$ cat config.mk
export PLATFORM = sky130hd
export DESIGN_NAME = sme_input_sequencer
export DESIGN_NICKNAME = d
export VERILOG_FILES = /design/src/rtl/sme_input_sequencer.sv
export SDC_FILE = /design/constraint.sdc
export NUM_CORES = 1
export LEC_CHECK = 0
export CORE_UTILIZATION = 50
export CTS_CLUSTER_SIZE = 14
export DETAILED_ROUTE_END_ITERATION = 16
export GPL_ROUTABILITY_DRIVEN = 0
export PLACE_DENSITY = 0.72
export SLEW_MARGIN = 20
export SYNTH_ARGS = -nofsm -noshare
export SYNTH_HDL_FRONTEND = slang
export SYNTH_SLANG_ARGS = --single-unit
$ cat constraint.sdc
create_clock -name clk -period 7.22 [get_ports clk]
set_clock_uncertainty 0.15 [all_clocks]
set_input_delay 1.444 -clock clk [delete_from_list [all_inputs] [get_ports clk]]
set_output_delay 1.444 -clock clk [all_outputs]
set_load 0.1 [all_outputs]
$ cat src/rtl/sme_input_sequencer.sv
// sme_input_sequencer: buffers a framed string record and pattern records
// from a byte stream, replays string then pattern to the matching engine,
// waits for the engine result (with timeout) and holds it on a valid/ready
// result port. All outputs are registered from next-state values.
module sme_input_sequencer #(
    parameter int unsigned STR_MAX     = 32,
    parameter int unsigned PAT_MAX     = 8,
    parameter int unsigned TIMEOUT_CYC = 1023,
    parameter int unsigned GAP_CYC     = 1
) (
    input  logic       clk,
    input  logic       reset,
    input  logic       in_valid,
    output logic       in_ready,
    input  logic [7:0] in_data,
    input  logic       in_last,
    input  logic       in_is_pat,
    output logic [7:0] eng_chardata,
    output logic       eng_isstring,
    output logic       eng_ispattern,
    input  logic       eng_valid,
    input  logic       eng_match,
    input  logic [4:0] eng_match_index,
    output logic       res_valid,
    input  logic       res_ready,
    output logic       res_match,
    output logic [4:0] res_index,
    output logic       res_err,
    output logic       res_timeout
);

    localparam int unsigned STR_AW = (STR_MAX > 1) ? $clog2(STR_MAX) : 1;
    localparam int unsigned STR_LW = $clog2(STR_MAX + 1);
    localparam int unsigned PAT_AW = (PAT_MAX > 1) ? $clog2(PAT_MAX) : 1;
    localparam int unsigned PAT_LW = $clog2(PAT_MAX + 1);
    localparam int unsigned WAIT_W = (TIMEOUT_CYC > 1) ? $clog2(TIMEOUT_CYC + 1) : 1;
    localparam int unsigned GAP_W  = (GAP_CYC > 1) ? $clog2(GAP_CYC + 1) : 1;

    localparam logic [STR_LW-1:0] STR_MAX_L = STR_LW'(STR_MAX);
    localparam logic [STR_LW-1:0] STR_ONE   = STR_LW'(1);
    localparam logic [PAT_LW-1:0] PAT_MAX_L = PAT_LW'(PAT_MAX);
    localparam logic [PAT_LW-1:0] PAT_ONE   = PAT_LW'(1);
    localparam logic [WAIT_W-1:0] WAIT_ONE  = WAIT_W'(1);
    localparam logic [WAIT_W-1:0] TO_LAST   = WAIT_W'((TIMEOUT_CYC > 0) ? TIMEOUT_CYC - 1 : 0);
    localparam logic [GAP_W-1:0]  GAP_ONE   = GAP_W'(1);
    localparam logic [GAP_W-1:0]  GAP_LAST  = GAP_W'((GAP_CYC > 0) ? GAP_CYC - 1 : 0);

    typedef enum logic [2:0] {
        IDLE, LOAD_STR, LOAD_PAT, PLAY_STR, PLAY_PAT, GAP, WAIT_ENG, HOLD_RES
    } state_t;

    state_t state_q, state_d;

    logic [7:0] str_buf_q [STR_MAX];
    logic [7:0] pat_buf_q [PAT_MAX];

    logic [STR_LW-1:0] str_len_q, str_len_d;
    logic [PAT_LW-1:0] pat_len_q, pat_len_d;
    logic              str_trunc_q, str_trunc_d;
    logic              pat_trunc_q, pat_trunc_d;
    logic              str_stored_q, str_stored_d;
    logic [STR_LW-1:0] sidx_q, sidx_d;
    logic [PAT_LW-1:0] pidx_q, pidx_d;
    logic [GAP_W-1:0]  gap_q, gap_d;
    logic [WAIT_W-1:0] wait_q, wait_d;

    logic              in_ready_q, in_ready_d;
    logic [7:0]        eng_chardata_q, eng_chardata_d;
    logic              eng_isstring_q, eng_isstring_d;
    logic              eng_ispattern_q, eng_ispattern_d;
    logic              res_valid_q, res_valid_d;
    logic              res_match_q, res_match_d;
    logic [4:0]        res_index_q, res_index_d;
    logic              res_err_q, res_err_d;
    logic              res_timeout_q, res_timeout_d;

    logic              accept;
    logic              pat_end;
    logic              str_we;
    logic [STR_AW-1:0] str_wa;
    logic              pat_we;
    logic [PAT_AW-1:0] pat_wa;

    assign accept = in_valid && in_ready_q;

    // Next-state, buffer write control and result capture.
    always_comb begin
        state_d      = state_q;
        str_len_d    = str_len_q;
        pat_len_d    = pat_len_q;
        str_trunc_d  = str_trunc_q;
        pat_trunc_d  = pat_trunc_q;
        str_stored_d = str_stored_q;
        sidx_d       = sidx_q;
        pidx_d       = pidx_q;
        gap_d        = gap_q;
        wait_d       = wait_q;
        res_match_d  = res_match_q;
        res_index_d  = res_index_q;
        res_err_d    = res_err_q;
        res_timeout_d = res_timeout_q;
        str_we       = 1'b0;
        str_wa       = '0;
        pat_we       = 1'b0;
        pat_wa       = '0;
        pat_end      = 1'b0;

        unique case (state_q)
            IDLE: begin
                if (accept) begin
                    if (!in_is_pat) begin
                        str_we       = 1'b1;
                        str_len_d    = STR_ONE;
                        str_trunc_d  = 1'b0;
                        str_stored_d = 1'b0;
                        state_d      = LOAD_STR;
                        if (in_last) begin
                            str_stored_d = 1'b1;
                            state_d      = IDLE;
                        end
                    end else begin
                        pat_we      = 1'b1;
                        pat_len_d   = PAT_ONE;
                        pat_trunc_d = 1'b0;
                        state_d     = LOAD_PAT;
                        pat_end     = in_last;
                    end
                end
            end
            LOAD_STR: begin
                if (accept) begin
                    if (str_len_q < STR_MAX_L) begin
                        str_we    = 1'b1;
                        str_wa    = str_len_q[STR_AW-1:0];
                        str_len_d = str_len_q + STR_ONE;
                    end else begin
                        str_trunc_d = 1'b1;
                    end
                    if (in_last) begin
                        str_stored_d = 1'b1;
                        state_d      = IDLE;
                    end
                end
            end
            LOAD_PAT: begin
                if (accept) begin
                    if (pat_len_q < PAT_MAX_L) begin
                        pat_we    = 1'b1;
                        pat_wa    = pat_len_q[PAT_AW-1:0];
                        pat_len_d = pat_len_q + PAT_ONE;
                    end else begin
                        pat_trunc_d = 1'b1;
                    end
                    pat_end = in_last;
                end
            end
            PLAY_STR: begin
                if (sidx_q == str_len_q - STR_ONE) begin
                    state_d = PLAY_PAT;
                    pidx_d  = '0;
                end else begin
                    sidx_d = sidx_q + STR_ONE;
                end
            end
            PLAY_PAT: begin
                if (pidx_q == pat_len_q - PAT_ONE) begin
                    if (GAP_CYC == 0) begin
                        state_d = WAIT_ENG;
                        wait_d  = '0;
                    end else begin
                        state_d = GAP;
                        gap_d   = '0;
                    end
                end else begin
                    pidx_d = pidx_q + PAT_ONE;
                end
            end
            GAP: begin
                if (gap_q == GAP_LAST) begin
                    state_d = WAIT_ENG;
                    wait_d  = '0;
                end else begin
                    gap_d = gap_q + GAP_ONE;
                end
            end
            WAIT_ENG: begin
                // eng_valid is checked first so it wins over a same-cycle timeout.
                if (eng_valid) begin
                    state_d       = HOLD_RES;
                    res_match_d   = eng_match;
                    res_index_d   = eng_match ? eng_match_index : 5'd0;
                    res_err_d     = str_trunc_q | pat_trunc_q;
                    res_timeout_d = 1'b0;
                end else if (wait_q == TO_LAST) begin
                    state_d       = HOLD_RES;
                    res_match_d   = 1'b0;
                    res_index_d   = 5'd0;
                    res_err_d     = str_trunc_q | pat_trunc_q;
                    res_timeout_d = 1'b1;
                end else begin
                    wait_d = wait_q + WAIT_ONE;
                end
            end
            HOLD_RES: begin
                if (res_ready) begin
                    state_d       = IDLE;
                    res_match_d   = 1'b0;
                    res_index_d   = 5'd0;
                    res_err_d     = 1'b0;
                    res_timeout_d = 1'b0;
                end
            end
            default: state_d = IDLE;
        endcase

        // Final pattern beat, whether it arrived in IDLE or LOAD_PAT.
        if (pat_end) begin
            if (!str_stored_q) begin
                state_d       = HOLD_RES;
                res_match_d   = 1'b0;
                res_index_d   = 5'd0;
                res_err_d     = 1'b1;
                res_timeout_d = 1'b0;
            end else begin
                state_d = PLAY_STR;
                sidx_d  = '0;
            end
        end
    end

    // Output values decoded from the next state so the registered outputs track the state register.
    always_comb begin
        in_ready_d      = (state_d == IDLE) || (state_d == LOAD_STR) || (state_d == LOAD_PAT);
        eng_isstring_d  = (state_d == PLAY_STR);
        eng_ispattern_d = (state_d == PLAY_PAT);
        res_valid_d     = (state_d == HOLD_RES);
        eng_chardata_d  = '0;
        if (state_d == PLAY_STR) begin
            eng_chardata_d = str_buf_q[sidx_d[STR_AW-1:0]];
        end else if (state_d == PLAY_PAT) begin
            eng_chardata_d = pat_buf_q[pidx_d[PAT_AW-1:0]];
        end
    end

    // State, counters, flags and registered outputs with asynchronous reset.
    always_ff @(posedge clk or posedge reset) begin
        if (reset) begin
            state_q         <= IDLE;
            str_len_q       <= '0;
            pat_len_q       <= '0;
            str_trunc_q     <= 1'b0;
            pat_trunc_q     <= 1'b0;
            str_stored_q    <= 1'b0;
            sidx_q          <= '0;
            pidx_q          <= '0;
            gap_q           <= '0;
            wait_q          <= '0;
            in_ready_q      <= 1'b0;
            eng_chardata_q  <= '0;
            eng_isstring_q  <= 1'b0;
            eng_ispattern_q <= 1'b0;
            res_valid_q     <= 1'b0;
            res_match_q     <= 1'b0;
            res_index_q     <= '0;
            res_err_q       <= 1'b0;
            res_timeout_q   <= 1'b0;
        end else begin
            state_q         <= state_d;
            str_len_q       <= str_len_d;
            pat_len_q       <= pat_len_d;
            str_trunc_q     <= str_trunc_d;
            pat_trunc_q     <= pat_trunc_d;
            str_stored_q    <= str_stored_d;
            sidx_q          <= sidx_d;
            pidx_q          <= pidx_d;
            gap_q           <= gap_d;
            wait_q          <= wait_d;
            in_ready_q      <= in_ready_d;
            eng_chardata_q  <= eng_chardata_d;
            eng_isstring_q  <= eng_isstring_d;
            eng_ispattern_q <= eng_ispattern_d;
            res_valid_q     <= res_valid_d;
            res_match_q     <= res_match_d;
            res_index_q     <= res_index_d;
            res_err_q       <= res_err_d;
            res_timeout_q   <= res_timeout_d;
        end
    end

    // Record buffers; contents are only meaningful up to the stored lengths.
    always_ff @(posedge clk) begin
        if (str_we) str_buf_q[str_wa] <= in_data;
        if (pat_we) pat_buf_q[pat_wa] <= in_data;
    end

    assign in_ready      = in_ready_q;
    assign eng_chardata  = eng_chardata_q;
    assign eng_isstring  = eng_isstring_q;
    assign eng_ispattern = eng_ispattern_q;
    assign res_valid     = res_valid_q;
    assign res_match     = res_match_q;
    assign res_index     = res_index_q;
    assign res_err       = res_err_q;
    assign res_timeout   = res_timeout_q;

endmodule

==> key figures <==
GRT
  • Vias in the first global route: about 10,000
  • First-pass GRT wire length: roughly 58,000 um
  • Global Route Usage Sum: 0.2297
  • Grt total ovfl: 0
  • Initial antenna violation count: 0
  • Largest net degree at the start of global routing: 87

Drt
  • Vias per Instance: 6.275
  • Final wirelength: 37,400 um
  • 1st-iter DRT viols: around 950
  • First-pass DRT Iterations: 5
  • Residual DRC: 0
  • Vias: just over 10,000
  • Antenna viol nets, final: 0
  • DR WL/cell: about 23 um

Clocking
  • Max Root-Sink Buffers: 3
  • Root buf cell: clkbuf_16
  • Post-cts resize count: 0
  • # hold bufs at CTS: 0
  • Worst-Skew Late Latency: between 0.5 and 0.6 ns
  • CTS tree: done
  • TritonCTS Sinks: around 380
  • Postcts setup bufs: 0
  • Register clock-pin slew on the reported worst setup and hold paths: ~0.06 ns
  • TritonCTS buffer count: 38
  • H-tree depth: 2

Run
  • Max Cap Violations: 0

Yosys
  • Syn Nets: ~1,200
  • Asr flop ratio synth: 0.1489
  • Top area cells in the synthesized netlist: edfxtp_1, dfrtp_1, a211oi_1
  • Seq/Total Area, Yosys: 0.6843
  • Yosys Warn Count: 0
  • Post-Syn Instances: 1,155
  • Post-synth top flop: edfxtp_1
  • Most instantiated library cell after synthesis: edfxtp_1
  • Cell variety after synth: 75
  • Yosys reg bits: around 380
  • Mapped cell area: around 16,000 um2
  • Share of the synthesized area in the top cell type: 0.5972
  • Syn_area_per_cell: approximately 14 um2
  • EDFF count, synth: 320
  • Dominant cell type by area after synthesis: edfxtp_1
  • Post-synth top cells: edfxtp_1, nand2_1, nor2_1

Final layout
  • Nets@finish: about 1,200
  • Area growth syn-to-layout: 13.20%
  • FILL cells: 2,362
  • Area of the multi-input gates: roughly 4700 um2
  • Register area: between 10,000 and 15,000 um2
  • Number of diodes: 0
  • Finished Core Util: 0.5758
  • Layout cells sized above 1: 0.1028

STA
  • Hold Violations, Final: 0
  • Post-route setup TNS: 0 ns
  • Max Fclk: 191.3 MHz
  • Final period util: 0.7242
  • Final slew viol count: 0
  • Slew Limit Headroom: 0.2504
  • Final worst path period need: about 5.2 ns
  • RSZ-0062 raised after global routing: no
  • Slew @ Worst Pin: 1.121 ns
  • Final setup violation count: 0

Status
  • Outcome: completed

Worst setup path
  • Crit-path max FO: between 80 and 90
  • Crit path kind: in2reg
  • Top Family by Delay on Critical Path: simple AND/OR/NAND/NOR gates
  • Crit start category: input port
  • CP bufs+invs: 2
  • Crit-path slowest cell: nor4b_2
  • Worst Path Required: 7.53 ns
  • CP max stage delay: 0.84 ns
  • Worst reg2reg setup slack: around 2.6 ns
  • Worst Path Arrival: about 5.5 ns
  • CP dominant cell by count: a211o_1
  • Critical path capture point type: register
  • Crit-path cells: clkdlybuf4s50_1, nand3b_2, nor4b_2, a211o_1, mux2i_1, nor2_4, buf_4, a211oi_1, or4b_2, a41oi_1, a211o_1

Min path
  • Worst Hold Class: reg2reg

Floorplan
  • Site Rows: 65
  • Die Ht: approximately 180 um
  • I/O Pins: 41
  • Starting Density: 0.5086
  • DIE AREA: between 30,000 and 40,000 um2
  • Core ar.: roughly 32,000 um2
  • Die Width: between 150 and 200 um

Placed design
  • DP HPWL: approximately 23,000 um
  • PortBufs: 40

Power
  • LEAKAGE: ~6.3 nW
  • PwrDens: between 400 and 500 nW/um2
  • Maximum vdd drop: roughly 0.00024 V
[layout make-up]
cell class | instances | share of cell area
flip-flops and latches | 376 | 0.6045
multi-input cells | 684 | 0.2593
clock buffers | 48 | 0.05646
repair buffers | 70 | 0.03435
well taps | 402 | 0.02761
clock inverters | 20 | 0.01408
inverters | 18 | 0.003709
[where the power goes]
part | internal, W | switching [W] | leakage, nW
clock network | 0.00122 | 0.000796 | 0.629
logic | 0.000935 | 0.00186 | 2.07
registers | 0.00248 | 0.000172 | 3.61
total | 0.00464 | 0.00283 | 6.31
[state kept, by name, summed over array words and instances (netlist names), 3 cells and up]
register,cells
eng_chardata,8
state_q,3
pat_len_q,4
res_index,5
str_len_q,6
wait_q,10
pidx_q,4
str_buf_q,256
pat_buf_q,64
sidx_q,6
[logic make-up after synthesis]
logic type,share of synthesized area
compound gates,0.1307
xor+xnor,0.01400
fa+ha+maj,0.006221
buf+inv,0.02442
flops,0.6843
mux,0.03056
simple gates,0.1098
[per-stage QoR]
| step | setup slack (ns) | area (um2) | total power, W | std cells | hold slack (ns) |
|---|---|---|---|---|---|
| detailed placement | 1.624 | 16930 | 0.005462 | 1550 | 0.3301 |
| finish | 1.992 | 18220 | 0.007467 | 1618 | 0.3352 |
| floorplan | 3.144 | 16090 | 0.004690 | 1155 | 0.3499 |
| global placement | 1.683 | 16930 | 0.005413 | 1550 | 0.3232 |
| global route | 1.845 | 18220 | 0.007789 | 1618 | 0.3678 |
| CTS | 2.079 | 18220 | 0.007477 | 1618 | 0.3429 |
[routing by layer]
metal | up-vias | wire [um] | GRT usage
met2 | 386 | 18370 | 0.3783
met1 | 5100 | 15620 | 0.3114
met5 | - | 0 | 0
met4 | 0 | 1211 | 0.08610
met3 | 78 | 2196 | 0.03369
li1 | 4589 | - | -
[layout by cell type (no fill, tap or decap), drive strengths merged, types with 14 or more instances in the layout]
master / instances
clkdlybuf4s50: 40
dfrtp: 56
nor2: 83
nand3: 20
a21oi: 50
edfxtp: 320
nand2: 98
a311o: 18
a211oi: 75
mux4: 14
buf: 30
clkbuf: 48
inv: 18
and3: 81
a211o: 32
[worst paths after layout]
kind	from	endpoint	cells past startpoint
hold reg to reg	res_err	res_err	1
min in group asynchronous	reset	res_index[2]	3
max in group asynchronous	reset	sidx_q[2]	3
setup / recovery	in_valid	eng_chardata[6]	11
hold / removal	res_err	res_err	1
setup reg to reg	str_len_q[0]	eng_chardata[5]	12
No activity file was read; power rests on OpenSTA's default activity.
